===== src/rtl/vga_pattern_gen.sv =====
// Parametrised VGA timing and test-pattern generator.
// Produces sync, blanking, coordinates and one of four test patterns, all
// registered so every output lags the h/v counters by exactly one clock.
module vga_pattern_gen #(
    parameter int CW         = 2,
    parameter int CNTW       = 11,
    parameter int H_ACTIVE   = 800,
    parameter int H_FP       = 40,
    parameter int H_SYNC     = 128,
    parameter int H_BP       = 88,
    parameter int V_ACTIVE   = 600,
    parameter int V_FP       = 1,
    parameter int V_SYNC     = 4,
    parameter int V_BP       = 23,
    parameter bit HS_POL     = 1'b1,
    parameter bit VS_POL     = 1'b1,
    parameter int CHK_LOG2   = 5,
    parameter int GRAD_SHIFT = 5,
    parameter int BOX        = 64,
    parameter int BOX_Y      = 256,
    parameter int BOX_STEP   = 4
) (
    input  logic            clk,
    input  logic            reset_n,
    input  logic [1:0]      mode,
    output logic            Hs,
    output logic            Vs,
    output logic            Blank,
    output logic [CW-1:0]   R,
    output logic [CW-1:0]   G,
    output logic [CW-1:0]   B,
    output logic            frame_start,
    output logic [CNTW-1:0] x,
    output logic [CNTW-1:0] y
);

    localparam int H_TOTAL = H_ACTIVE + H_FP + H_SYNC + H_BP;
    localparam int V_TOTAL = V_ACTIVE + V_FP + V_SYNC + V_BP;
    localparam int BAR_W   = H_ACTIVE / 8;
    localparam int W1      = CNTW + 1;

    localparam logic [CNTW-1:0] H_LAST   = CNTW'(H_TOTAL - 1);
    localparam logic [CNTW-1:0] V_LAST   = CNTW'(V_TOTAL - 1);
    localparam logic [CNTW-1:0] H_ACT    = CNTW'(H_ACTIVE);
    localparam logic [CNTW-1:0] V_ACT    = CNTW'(V_ACTIVE);
    localparam logic [CNTW-1:0] HS_START = CNTW'(H_ACTIVE + H_FP);
    localparam logic [CNTW-1:0] HS_END   = CNTW'(H_ACTIVE + H_FP + H_SYNC);
    localparam logic [CNTW-1:0] VS_START = CNTW'(V_ACTIVE + V_FP);
    localparam logic [CNTW-1:0] VS_END   = CNTW'(V_ACTIVE + V_FP + V_SYNC);
    localparam logic [CW-1:0]   ONES     = {CW{1'b1}};

    // Counter and frame-state registers
    logic [CNTW-1:0] h_q, h_d;
    logic [CNTW-1:0] v_q, v_d;
    logic [CNTW-1:0] box_x_q, box_x_d;
    logic [1:0]      mode_q, mode_d;

    // Registered outputs
    logic            hs_q, hs_d;
    logic            vs_q, vs_d;
    logic            blank_q, blank_d;
    logic [CW-1:0]   r_q, r_d;
    logic [CW-1:0]   g_q, g_d;
    logic [CW-1:0]   b_q, b_d;
    logic            fs_q, fs_d;
    logic [CNTW-1:0] x_q, x_d;
    logic [CNTW-1:0] y_q, y_d;

    // Pattern helpers
    logic            frame_end;
    logic            active;
    logic [CNTW-1:0] bar_idx;
    logic [2:0]      bar_col;
    logic            in_box;
    logic [W1-1:0]   box_next;
    logic [CW-1:0]   pat_r, pat_g, pat_b;

    // Advance h/v, and at the last pixel of a frame latch the new mode and step the box
    always_comb begin
        h_d       = h_q + CNTW'(1);
        v_d       = v_q;
        box_x_d   = box_x_q;
        mode_d    = mode_q;
        frame_end = (h_q == H_LAST) && (v_q == V_LAST);
        box_next  = {1'b0, box_x_q} + W1'(BOX_STEP);
        if (h_q == H_LAST) begin
            h_d = '0;
            v_d = (v_q == V_LAST) ? '0 : v_q + CNTW'(1);
        end
        if (frame_end) begin
            mode_d  = mode;
            box_x_d = ((box_next + W1'(BOX)) > W1'(H_ACTIVE)) ? '0 : box_next[CNTW-1:0];
        end
        if (!reset_n) begin
            h_d     = '0;
            v_d     = '0;
            box_x_d = '0;
            mode_d  = mode;
        end
    end

    // Evaluate the selected pattern at the current counter position
    always_comb begin
        pat_r   = '0;
        pat_g   = '0;
        pat_b   = '0;
        bar_idx = h_q / CNTW'(BAR_W);
        bar_col = (bar_idx > CNTW'(7)) ? 3'd0 : 3'd7 - bar_idx[2:0];
        in_box  = ({1'b0, h_q} >= {1'b0, box_x_q}) &&
                  ({1'b0, h_q} <  ({1'b0, box_x_q} + W1'(BOX))) &&
                  ({1'b0, v_q} >= W1'(BOX_Y)) &&
                  ({1'b0, v_q} <  W1'(BOX_Y + BOX));
        case (mode_q)
            2'd0: begin
                pat_r = bar_col[2] ? ONES : '0;
                pat_g = bar_col[1] ? ONES : '0;
                pat_b = bar_col[0] ? ONES : '0;
            end
            2'd1: begin
                pat_r = (h_q[CHK_LOG2] ^ v_q[CHK_LOG2]) ? ONES : '0;
                pat_g = pat_r;
                pat_b = pat_r;
            end
            2'd2: begin
                pat_r = h_q[GRAD_SHIFT+CW-1:GRAD_SHIFT];
                pat_g = pat_r;
                pat_b = pat_r;
            end
            default: begin
                pat_r = in_box ? ONES : '0;
                pat_g = pat_r;
                pat_b = ONES;
            end
        endcase
    end

    // Compute next sync, blanking, colour and coordinate outputs
    always_comb begin
        active  = (h_q < H_ACT) && (v_q < V_ACT);
        hs_d    = ((h_q >= HS_START) && (h_q < HS_END)) ? HS_POL : !HS_POL;
        vs_d    = ((v_q >= VS_START) && (v_q < VS_END)) ? VS_POL : !VS_POL;
        blank_d = !active;
        r_d     = active ? pat_r : '0;
        g_d     = active ? pat_g : '0;
        b_d     = active ? pat_b : '0;
        fs_d    = (h_q == '0) && (v_q == '0);
        x_d     = h_q;
        y_d     = v_q;
        if (!reset_n) begin
            hs_d    = !HS_POL;
            vs_d    = !VS_POL;
            blank_d = 1'b1;
            r_d     = '0;
            g_d     = '0;
            b_d     = '0;
            fs_d    = 1'b0;
            x_d     = '0;
            y_d     = '0;
        end
    end

    // Register counters, frame state and all outputs
    always_ff @(posedge clk) begin
        h_q     <= h_d;
        v_q     <= v_d;
        box_x_q <= box_x_d;
        mode_q  <= mode_d;
        hs_q    <= hs_d;
        vs_q    <= vs_d;
        blank_q <= blank_d;
        r_q     <= r_d;
        g_q     <= g_d;
        b_q     <= b_d;
        fs_q    <= fs_d;
        x_q     <= x_d;
        y_q     <= y_d;
    end

    assign Hs          = hs_q;
    assign Vs          = vs_q;
    assign Blank       = blank_q;
    assign R           = r_q;
    assign G           = g_q;
    assign B           = b_q;
    assign frame_start = fs_q;
    assign x           = x_q;
    assign y           = y_q;

endmodule


===== config.mk =====
export PLATFORM = sky130hd
export DESIGN_NAME = vga_pattern_gen
export DESIGN_NICKNAME = d
export VERILOG_FILES = /design/src/rtl/vga_pattern_gen.sv
export SDC_FILE = /design/constraint.sdc
export NUM_CORES = 1
export LEC_CHECK = 0
export BUFFER_PORTS_ARGS = -buffer_cell sky130_fd_sc_hd__buf_2
export CORE_AREA = 2 2 74 94
export DETAILED_ROUTE_END_ITERATION = 10
export DIE_AREA = 0 0 76 96
export GPL_ROUTABILITY_DRIVEN = 1
export GPL_TIMING_DRIVEN = 0
export HOLD_SLACK_MARGIN = 0.06
export PLACE_DENSITY_LB_ADDON = 0.12
export SLEW_MARGIN = 20
export SYNTH_ARGS = -nofsm -noshare
export SYNTH_HDL_FRONTEND = slang
export SYNTH_SLANG_ARGS = --single-unit

===== constraint.sdc =====
create_clock -name clk -period 7 [get_ports clk]
set_input_delay 0.35 -clock clk [delete_from_list [all_inputs] [get_ports clk]]
set_output_delay 0.35 -clock clk [all_outputs]
set_load 0.01 [all_outputs]

==> results of run 1 <==
[final cells by class]
cell class	count	area, um2
multi-input cells	336	2331
clock buffers	12	166.4
flip-flops and latches	65	1321
plain buffers	26	190.2
well taps	87	108.9
inverters	22	82.58
fillers	548	1992
clock inverters	4	32.53
repair buffers	35	175.2
[report_power, final]
| part | switching (mW) | internal (mW) | leakage (nW) |
|---|---|---|---|
| clock network | 0.153 | 0.162 | 0.0943 |
| registers | 0.00433 | 0.378 | 0.530 |
| logic | 0.0187 | 0.0127 | 1.23 |
| total | 0.176 | 0.552 | 1.85 |
[worst max-delay path, cell delays in order (launching register included)]
cell and delay (ns):
dfxtp_1 0.51, ha_1 0.29, xnor2_1 0.15, ha_1 0.27, a2111oi_0 0.39, a21oi_1 0.14, a2111oi_0 0.95, nor2_1 0.19
a21oi_1 0.19
[per-stage QoR]
step | power [mW] | cells | worst slack (ns)
5_1_grt | 0.7525 | 587 | 3.590
6_report | 0.7284 | 587 | 3.842
3_3_place_gp | 0.4214 | 571 | 3.993
4_1_cts | 0.7348 | 587 | 3.927
2_1_floorplan | 0.4106 | 449 | 4.572
3_5_place_dp | 0.4222 | 571 | 3.968
[registers in the layout (all words and copies together), names as in the netlist]
name / count
h_q: 11
v_q: 11
x: 11
y: 11
box_x_q: 9
B: 2
G: 2
R: 2
mode_q: 2
Blank: 1
Hs: 1
Vs: 1
frame_start: 1
[routing by layer]
| metal | global-route usage, % | up-vias | share of wire (%) |
|---|---|---|---|
| li1 | - | 1690 | - |
| met4 | 10.15 | 0 | 1.6 |
| met1 | 30.60 | 1607 | 44 |
| met3 | 4.034 | 17 | 4.5 |
| met2 | 47.25 | 105 | 50 |
| met5 | 0 | - | 0 |
[path summary, 6_finish.rpt]
check / startpoint / to / depth (start not counted)
max: box_x_q[6] / R[1] / 8
min: mode[0] / mode_q[0] / 1
max reg2reg: box_x_q[6] / R[1] / 8
min reg2reg: h_q[0] / h_q[0] / 1
[cells by family after synthesis]
| logic type | after synthesis | share of synthesized area, % |
|---|---|---|
| flip-flops | 65 | 33.66 |
| AO/OA/AOI/OAI | 101 | 19.45 |
| buffers and inverters | 48 | 6.949 |
| XOR/XNOR | 29 | 6.471 |
| adder cells (fa/ha/maj) | 22 | 7.013 |
| AND/OR/NAND/NOR | 180 | 25.34 |
| multiplexers | 4 | 1.116 |
[layout by cell type (no fill, tap or decap), types with 4 or more instances in the layout]
cell type / n
a2111oi_0: 4
a211o_1: 4
a21o_1: 4
a21oi_1: 18
a31oi_1: 5
and2_1: 23
and3_1: 6
buf_2: 38
buf_4: 5
buf_6: 4
clkbuf_1: 10
clkbuf_8: 12
dfxtp_1: 63
ha_1: 22
inv_1: 22
nand2_1: 27
nand2b_1: 4
nand3_1: 13
nand4_1: 7
nor2_1: 49
nor2b_1: 7
nor3_1: 9
o211ai_1: 4
o21a_1: 5
o21ai_0: 18
o31ai_1: 5
or3_1: 4
xnor2_1: 18
xor2_1: 11
==> summary.md, run 1 <==
| Metric | Value |
|---|---|
| Crit path required time | `7.29 ns` |
| Post-cts resize count | `0` |
| Slew @ Worst Pin | `1.202 ns` |
| GPL Wtd Cong | `0.9172` |
| Hold/Removal Path Class | `in2reg` |
| IO Port Bufs | `35` |
| Peak supply drop | `0.1417 mV` |
| Synthesized area per cell | `8.742 um2` |
| Area growth from synthesis to layout | `12.30%` |
| Most used DFF post-synth | `dfxtp_1` |
| Yosys reg bits | `65` |
| Fin area | `4408 um2` |
| Cell Rows | `33` |
| Via density | `5.825` |
| Minimum clock period | `3.158 ns` |
| Yosys top cell by area | `dfxtp_1` |
| Power density over cell area | `165.3 nW/um2` |
| Dpl cell area | `4209 um2` |
| Initial DRC count | `179` |
| Clock-pin transition on the worst setup and hold timing paths | `0.08 ns` |
| Vias in the first global route | `3235` |
| Final cycle utilization of the critical path | `45.11%` |
| Drt total wl | `8982 um` |
| TritonRoute pass-1 iters | `5` |
| Die W | `76 um` |
| Top Ports | `36` |
| Congestion Overflow GR | `0` |
| Initial antenna violation count | `0` |
| Max cap viols | `0` |
| Crit start category | `flop` |
| Layout cell share with drive strength beyond 1 | `18.00%` |
| Hold_ws | `0.1730 ns` |
| TNS Setup | `0 ns` |
| Post-route core utilization | `68.88%` |
| Slew Viols, Final | `0` |
| Hold Violations, Final | `0` |
| Core ar. | `6400 um2` |
| Largest net degree at the start of global routing | `13` |
| Cells after synthesis | `449` |
| Post-DRT Antenna Nets | `0` |
| Gr usage total | `25.78%` |
| CTS sink count | `65` |
| Crit Path Class | `reg2reg` |
| Asr flop ratio synth | `0%` |
| Status | `finished, final reports clean` |
| Setup-failing EPs final | `0` |
| CTS buffer count | `9` |
| DR DRC count | `0` |
| ANT cells | `0` |
| Synth Cell Area | `3925 um2` |
| Die height | `96 um` |
| Net Count, Synth | `475` |
| Synth top area share | `32.13%` |
| Post-synth cell types | `84` |
| Cts hold-fix bufs | `0` |
| Longest Clk Path Bufs | `2` |
| Syn. warnings | `0` |
| Max-slew headroom | `17.80%` |
| CTS tree | `built` |
| CP Data Arrival Time | `3.44 ns` |
| R2R Setup Slk | `3.84 ns` |
| Most instantiated cells after synthesis | `dfxtp_1 (63), nor2_1 (49), nand2_1 (27)` |
| Die area | `7296 um2` |
| # nets final | `521` |
| Worst-Skew Late Latency | `0.35 ns` |
| DR WL/cell | `15.30 um` |
| HPWL after detailed placement | `6623 um` |
| Number of flops mapped to enable cells by yosys | `2` |
| Max Clock Skew | `0.01088 ns` |
| RSZ-0062 raised after global routing | `no` |
| Number of vias in the routed layout | `3419` |
| Sequential cell area fraction in the yosys report | `33.66%` |
| First-pass GRT wire length | `15050 um` |
| CP Max Fanout | `10` |
| Initial Utilization | `61.33%` |
| H-tree depth | `3` |
| Worst Setup End Kind | `flop` |
| Setup Fix Bufs, Post-CTS | `0` |
| Root Driver | `clkbuf_8` |
| Achievable Freq | `316.7 MHz` |
| Synth area leaders | `dfxtp_1 (32%), ha_1 (7.0%), nor2_1 (4.7%), xnor2_1 (4.0%), and2_1 (3.7%)` |
| Leakage power | `1.849 nW` |
| Most numerous cell in the Yosys netlist | `dfxtp_1` |
No activity file was read; power rests on OpenSTA's default activity.
==> run 2, diff against run 1 <==
--- a/config.mk
+++ b/config.mk
@@ -6,9 +6,9 @@
 export NUM_CORES = 1
 export LEC_CHECK = 0
 export BUFFER_PORTS_ARGS = -buffer_cell sky130_fd_sc_hd__buf_2
-export CORE_AREA = 2 2 74 94
+export CORE_AREA = 2 2 80 101
 export DETAILED_ROUTE_END_ITERATION = 10
-export DIE_AREA = 0 0 76 96
+export DIE_AREA = 0 0 82 103
 export GPL_ROUTABILITY_DRIVEN = 1
 export GPL_TIMING_DRIVEN = 0
 export HOLD_SLACK_MARGIN = 0.06
==> constraint.sdc (replaced) <==
create_clock -name clk -period 2.62 [get_ports clk]
set_input_delay 0.131 -clock clk [delete_from_list [all_inputs] [get_ports clk]]
set_output_delay 0.131 -clock clk [all_outputs]
set_load 0.01 [all_outputs]
==> run 2 against run 1 <==
Worst hold slack better by 0.017 ns. Combinational power increased to 2.8 times the previous value. Sequential cell count unchanged. Via count fell by 0.26%. Clock power grew to 3.0 times the previous value. Sequential share of layout area fell by 2.0 points. Die area rose by 16%. Count of clock-buffer cells in the layout down 3. Wire length rose by 7.8%. Largest power group unchanged. Highest routed layer unchanged.
==> summary.md, run 2 (same netlist as run 1, synthesis figures left out) <==
| Metric | Value |
|---|---|
| Hold Path Origin | `reset_n (was mode[0])` |
| Hold Violations, Final | `0 (unchanged)` |
| Peak supply drop | `0.5821 mV (was 0.1417 mV)` |
| Final setup margin | `0.03358 ns (was 3.842 ns)` |
| Fin area | `4775 um2 (was 4408 um2)` |
| Post-DRT Antenna Nets | `0 (unchanged)` |
| Initial antenna violation count | `0 (unchanged)` |
| HPWL after detailed placement | `6796 um (was 6623 um)` |
| DR DRC count | `0 (unchanged)` |
| Initial Utilization | `51.87% (was 61.33%)` |
| First-pass GRT wire length | `15800 um (was 15050 um)` |
| CTS tree | `built (unchanged)` |
| Commonest non-fill, non-tap cell in the layout | `dfxtp_1 (unchanged)` |
| Met2 routed WL | `4831 um (was 4471 um)` |
| Area growth from synthesis to layout | `21.64% (was 12.30%)` |
| Status | `finished, final reports clean (unchanged)` |
| Top sig layer | `met4 (unchanged)` |
| Wl on met1 | `4400 um (was 3961 um)` |
| Hold Path Sink | `Hs (was mode_q[0])` |
| Gr usage total | `24.16% (was 25.78%)` |
| Longest Clk Path Bufs | `2 (unchanged)` |
| Met3 wire length | `337 um (was 401 um)` |
| CP Max Fanout | `10 (unchanged)` |
| Die W | `82 um (was 76 um)` |
| CP Buf/Inv Count | `1 (was 0)` |
| ANT cells | `0 (unchanged)` |
| Initial DRC count | `128 (was 179)` |
| H-tree depth | `3 (unchanged)` |
| Number of vias in the routed layout | `3410 (was 3419)` |
| Register area | `1338 um2 (was 1321 um2)` |
| Top Ports | `36 (unchanged)` |
| Worst reg2reg path depth | `10 (was 8)` |
| Core ar. | `7567 um2 (was 6400 um2)` |
| CP peak stage delay | `0.37 ns (was 0.95 ns)` |
| Vias in the first global route | `3344 (was 3235)` |
| Dpl cell area | `4220 um2 (was 4209 um2)` |
| Worst-Skew Late Latency | `0.35 ns (about the same)` |
| Minimum clock period | `2.586 ns (was 3.158 ns)` |
| R2R Setup Slk | `0.03 ns (was 3.84 ns)` |
| Crit Reg-Reg Endpoint | `B[0] (was R[1])` |
| Slowest CP cell | `dfxtp_4 (was a2111oi_0)` |
| Max Clock Skew | `0.01031 ns (was 0.01088 ns)` |
| Hold_ws | `0.1897 ns (was 0.1730 ns)` |
| Largest net degree at the start of global routing | `13 (unchanged)` |
| FF-to-FF Start | `h_q[10] (was box_x_q[6])` |
| Max-slew headroom | `48.50% (was 17.80%)` |
| Die area | `8446 um2 (was 7296 um2)` |
| CP Data Arrival Time | `2.82 ns (was 3.44 ns)` |
| Area of the multi-input gates | `2507 um2 (was 2331 um2)` |
| Max cap viols | `0 (unchanged)` |
| Hold Path Cell Cnt | `3 (was 1)` |
| Crit Path Class | `reg2reg (unchanged)` |
| Crit start category | `flop (unchanged)` |
| Setup-failing EPs final | `0 (unchanged)` |
| Via density | `5.599 (was 5.825)` |
| Die height | `103 um (was 96 um)` |
| Clock-pin transition on the worst setup and hold timing paths | `0.07 ns (was 0.08 ns)` |
| Worst Setup End Kind | `flop (unchanged)` |
| Cell Rows | `36 (was 33)` |
| # nets final | `536 (was 521)` |
| RSZ-0062 raised after global routing | `yes (was no)` |
| Congestion Overflow GR | `0 (unchanged)` |
| Crit path required time | `2.86 ns (was 7.29 ns)` |
| CP Depth | `10 (was 8)` |
| Worst path cell trace | `buf_8 > or3b_1 > o211ai_1 > a22o_1 > a21boi_4 > or2_4 > o311a_2 > o22ai_2 > a221oi_2 > or2_1 (was ha_1 > xnor2_1 > ha_1 > a2111oi_0 > a21oi_1 > a2111oi_0 > nor2_1 > a21oi_1)` |
| DR WL/cell | `15.90 um (was 15.30 um)` |
| TritonRoute pass-1 iters | `5 (unchanged)` |
| Most frequent cells in the layout | `dfxtp_1 (56), nor2_1 (46), buf_2 (39) (was dfxtp_1 (63), nor2_1 (49), buf_2 (38))` |
| CTS sink count | `65 (unchanged)` |
| Achievable Freq | `386.6 MHz (was 316.7 MHz)` |
| Largest delay share family, worst path | `compound AO/OA/AOI/OAI gates (unchanged)` |
| Hold/Removal Path Class | `in2reg (unchanged)` |
| Power density over cell area | `430.2 nW/um2 (was 165.3 nW/um2)` |
| Pre-CTS setup slack | `-0.3860 ns (was 3.968 ns)` |
| IO Port Bufs | `35 (unchanged)` |
| Leakage power | `2.001 nW (was 1.849 nW)` |
| Drt total wl | `9683 um (was 8982 um)` |
| CTS buffer count | `9 (unchanged)` |
| # fillers | `657 (was 548)` |
| Layout cell share with drive strength beyond 1 | `26.07% (was 18.00%)` |
| GPL Wtd Cong | `0.8356 (was 0.9172)` |
| Slew @ Worst Pin | `0.7618 ns (was 1.202 ns)` |
| Slew Viols, Final | `0 (unchanged)` |
| Root Driver | `clkbuf_8 (unchanged)` |
| Final cycle utilization of the critical path | `98.72% (was 45.11%)` |
-- run 2: cell count changes in the layout (fill, tap and decap cells not counted), moves of 3 or more --
cell and change:
dfxtp_2 +4, dfxtp_4 +3, nor2_1 -3, a2111oi_0 -4, clkbuf_1 -4, dfxtp_1 -7, buf_4 +11
-- run 2: power breakdown --
| part | internal, mW | switching, mW |
|---|---|---|
| combinational | 0.0369 | 0.0519 |
| clock | 0.534 | 0.412 |
| sequential | 1.01 | 0.0121 |
-- run 2: cell type report --
type / instances / share of cell area [%]
Clock inverter: 6 / 1.887
Clock buffer: 9 / 2.594
Multi-Input combinational cell: 336 / 52.52
Inverter: 22 / 1.730
Sequential cell: 65 / 28.01
Timing Repair Buffer: 51 / 6.289
Tap cell: 95 / 2.490
Buffer: 25 / 4.481
-- run 2: repair_timing --
item	4_1_cts	5_1_grt
pin swaps	3	13
setup buffers	3	11
endpoints found under the hold margin	2	0
setup endpoints to repair	17	18
gates resized for setup	16	39
hold buffers	2	0
-- run 2: routing by layer --
layer  track usage [%]  up-vias
met3             5.166       12
met2             40.34       65
met5                 0        -
met1             30.38     1617
li1                  -     1716
met4             9.103        0
-- run 2: worst reg2reg max path, stage by stage, from the launching register on --
cell	delay [ns]
dfxtp_4	0.37
buf_8	0.14
or3b_1	0.34
o211ai_1	0.15
a22o_1	0.26
a21boi_4	0.09
or2_4	0.25
o311a_2	0.36
o22ai_2	0.20
a221oi_2	0.09
or2_1	0.23
-- run 2: worst max path at each step --
stage	startpoint	to	slack [ns]
after CTS	h_q[6]	B[1]	0.002
after global placement	box_x_q[6]	R[1]	-0.52
after floorplan	h_q[10]	B[0]	0.19
after global routing	h_q[10]	B[0]	-0.11
after detailed placement	h_q[6]	mode_q[1]	-0.39
final	h_q[10]	B[0]	0.03
-- run 2: stage by stage --
stage                     utilization, %  TNS, ns  cells  power (mW)
final                              63.10        0    609       2.054
after global routing               63.10  -0.2964    609       2.120
after CTS                          60.07        0    599       2.067
after detailed placement           55.77   -4.230    579       1.129
after global placement             55.75   -5.421    579       1.127
after floorplan                        -        0    449       1.097
==> run 3, diff against run 2 <==
--- a/config.mk
+++ b/config.mk
@@ -5,10 +5,10 @@
 export SDC_FILE = /design/constraint.sdc
 export NUM_CORES = 1
 export LEC_CHECK = 0
-export BUFFER_PORTS_ARGS = -buffer_cell sky130_fd_sc_hd__buf_2
-export CORE_AREA = 2 2 80 101
+export CORE_AREA = 2 2 77 97
 export DETAILED_ROUTE_END_ITERATION = 10
-export DIE_AREA = 0 0 82 103
+export DIE_AREA = 0 0 79 99
+export DONT_BUFFER_PORTS = 1
 export GPL_ROUTABILITY_DRIVEN = 1
 export GPL_TIMING_DRIVEN = 0
 export HOLD_SLACK_MARGIN = 0.06
==> run 3 against run 2 <==
Worst setup slack worse by 0.029 ns. Sequential power about the same. Clock skew increased by 0.0019 ns. Critical path depth up 1. Die area decreased by 7.4%. Clock power fell by 16%. Cell count decreased by 6.4%. Critical path type unchanged. Critical endpoint is now B[1]. Highest routed layer unchanged.
==> summary.md, run 3 (same netlist as run 1, synthesis figures left out) <==
| Metric | Value |
|---|---|
| Status | `finished, final reports clean (unchanged)` |
| Post-route core utilization | `66.30% (was 63.10%)` |
| Final cycle utilization of the critical path | `99.82% (was 98.72%)` |
| Max-slew headroom | `45.92% (was 48.50%)` |
| IO Port Bufs | `0 (was 35)` |
| Most frequent cells in the layout | `dfxtp_1 (57), nor2_1 (45), nand2_1 (26) (was dfxtp_1 (56), nor2_1 (46), buf_2 (39))` |
| Max Clock Skew | `0.01225 ns (was 0.01031 ns)` |
| ANT cells | `0 (unchanged)` |
| Crit start category | `flop (unchanged)` |
| Cell Rows | `34 (was 36)` |
| Fin cells | `570 (was 609)` |
| Crit Path Class | `reg2reg (unchanged)` |
| Largest delay share family, worst path | `compound AO/OA/AOI/OAI gates (unchanged)` |
| Gr usage total | `24.75% (was 24.16%)` |
| Vias in the first global route | `3128 (was 3344)` |
| Drt total wl | `9575 um (was 9683 um)` |
| Crit path required time | `2.86 ns (about the same)` |
| Hold_ws | `0.1537 ns (was 0.1897 ns)` |
| Slew @ Worst Pin | `0.7908 ns (was 0.7618 ns)` |
| Worst Setup End Kind | `flop (unchanged)` |
| Initial DRC count | `176 (was 128)` |
| Max cap viols | `0 (unchanged)` |
| H-tree depth | `3 (unchanged)` |
| Minimum clock period | `2.615 ns (was 2.586 ns)` |
| Post-DRT Antenna Nets | `0 (unchanged)` |
| DR DRC count | `0 (unchanged)` |
| Hold/Removal Path Class | `in2reg (unchanged)` |
| CTS sink count | `65 (unchanged)` |
| Area growth from synthesis to layout | `16.42% (was 21.64%)` |
| Setup-failing EPs final | `0 (unchanged)` |
| FF-to-FF Start | `h_q[9] (was h_q[10])` |
| Root Driver | `clkbuf_8 (unchanged)` |
| Commonest non-fill, non-tap cell in the layout | `dfxtp_1 (unchanged)` |
| HPWL after detailed placement | `6604 um (was 6796 um)` |
| Hold Violations, Final | `0 (unchanged)` |
| Worst-Skew Late Latency | `0.35 ns (about the same)` |
| CTS buffer count | `9 (unchanged)` |
| Peak supply drop | `0.3693 mV (was 0.5821 mV)` |
| Congestion Overflow GR | `0 (unchanged)` |
| Placed insts | `539 (was 579)` |
| Leakage power | `1.794 nW (was 2.001 nW)` |
| Initial antenna violation count | `0 (unchanged)` |
| Design Power | `1.887 mW (was 2.054 mW)` |
| TritonRoute pass-1 iters | `4 (was 5)` |
| Via density | `5.825 (was 5.599)` |
| Longest Clk Path Bufs | `2 (unchanged)` |
| DR WL/cell | `16.80 um (was 15.90 um)` |
| CP Data Arrival Time | `2.85 ns (was 2.82 ns)` |
| # fillers | `600 (was 657)` |
| Power density over cell area | `413.0 nW/um2 (was 430.2 nW/um2)` |
| GPL Wtd Cong | `0.9023 (was 0.8356)` |
| # nets final | `501 (was 536)` |
| CP Buf/Inv Count | `2 (was 1)` |
| Top Ports | `36 (unchanged)` |
| TNS Setup | `0 ns (unchanged)` |
| Die area | `7821 um2 (was 8446 um2)` |
| Die W | `79 um (was 82 um)` |
| Die height | `99 um (was 103 um)` |
| Achievable Freq | `382.4 MHz (was 386.6 MHz)` |
| Core ar. | `6892 um2 (was 7567 um2)` |
| First-pass GRT wire length | `15270 um (was 15800 um)` |
| CP peak stage delay | `0.41 ns (was 0.37 ns)` |
| CP Max Fanout | `8 (was 10)` |
| Clock-pin transition on the worst setup and hold timing paths | `0.08 ns (was 0.07 ns)` |
| Largest net degree at the start of global routing | `13 (unchanged)` |
| Slowest CP cell | `dfxtp_4 (unchanged)` |
| Worst path cell trace | `buf_12 > and2b_1 > a311o_1 > a221oi_4 > buf_4 > a221o_1 > and3_4 > o31ai_4 > o22ai_2 > a221oi_2 > or2_1 (was buf_8 > or3b_1 > o211ai_1 > a22o_1 > a21boi_4 > or2_4 > o311a_2 > o22ai_2 > a221oi_2 > or2_1)` |
| Initial Utilization | `56.95% (was 51.87%)` |
| Number of vias in the routed layout | `3320 (was 3410)` |
| RSZ-0062 raised after global routing | `yes (unchanged)` |
| CTS tree | `built (unchanged)` |
| Layout cell share with drive strength beyond 1 | `20.63% (was 26.07%)` |
| Worst Setup SP | `h_q[9] (was h_q[10])` |
| Hold Path Origin | `reset_n (unchanged)` |
| Slew Viols, Final | `0 (unchanged)` |
## run 3: worst register-to-register path, stage by stage, from the launching register on
cell      delay (ns)
dfxtp_4         0.41
buf_12          0.13
and2b_1         0.17
a311o_1         0.35
a221oi_4        0.33
buf_4           0.18
a221o_1         0.17
and3_4          0.21
o31ai_4         0.07
o22ai_2         0.19
a221oi_2        0.09
or2_1           0.21
## run 3: layout make-up
type / instances / area (um2) / area share [%]
clock buffer: 11 / 141.4 / 3.094
multi-input combinational: 336 / 2515 / 55.04
timing repair buffer: 16 / 125.1 / 2.738
sequential: 65 / 1336 / 29.24
clock inverter: 5 / 38.79 / 0.8489
tap: 90 / 112.6 / 2.464
inverter: 22 / 82.58 / 1.807
buffer: 25 / 217.7 / 4.765
## run 3: stage by stage
stage	setup slack (ns)	instance area [um2]
3_3_place_gp	-0.4183	4038
4_1_cts	0.01345	4324
3_5_place_dp	-0.5548	4038
5_1_grt	-0.08459	4569
2_1_floorplan	0.1917	3925
6_report	0.004831	4569
## run 3: worst paths after layout
kind	cells after the start	slack, ns	end
setup / recovery	11	0.005	B[1]
hold / removal	3	0.15	box_x_q[9]
setup reg to reg	11	0.005	B[1]
hold reg to reg	1	0.52	h_q[0]
## run 3: report_power, final
| group | internal [mW] | leakage [nW] | switching [mW] |
|---|---|---|---|
| combinational | 0.0290 | 1.17 | 0.0400 |
| clock | 0.376 | 0.0918 | 0.416 |
| sequential | 1.01 | 0.534 | 0.0184 |
| total | 1.41 | 1.79 | 0.474 |
## run 3: layer usage
metal | vias up | wire, um | GRT usage (%)
met2 | 68 | 4735 | 40.87
met3 | 20 | 272 | 4.945
met1 | 1578 | 4334 | 31.70
li1 | 1654 | - | -
met4 | 0 | 233 | 9.549
met5 | - | 0 | 0
## run 3: what timing repair did
item	4_1_cts	5_1_grt
pin swaps	1	16
hold buffers	3	0
setup endpoints to repair	18	11
gates resized for setup	18	40
endpoints found under the hold margin	4	0
setup buffers	1	12
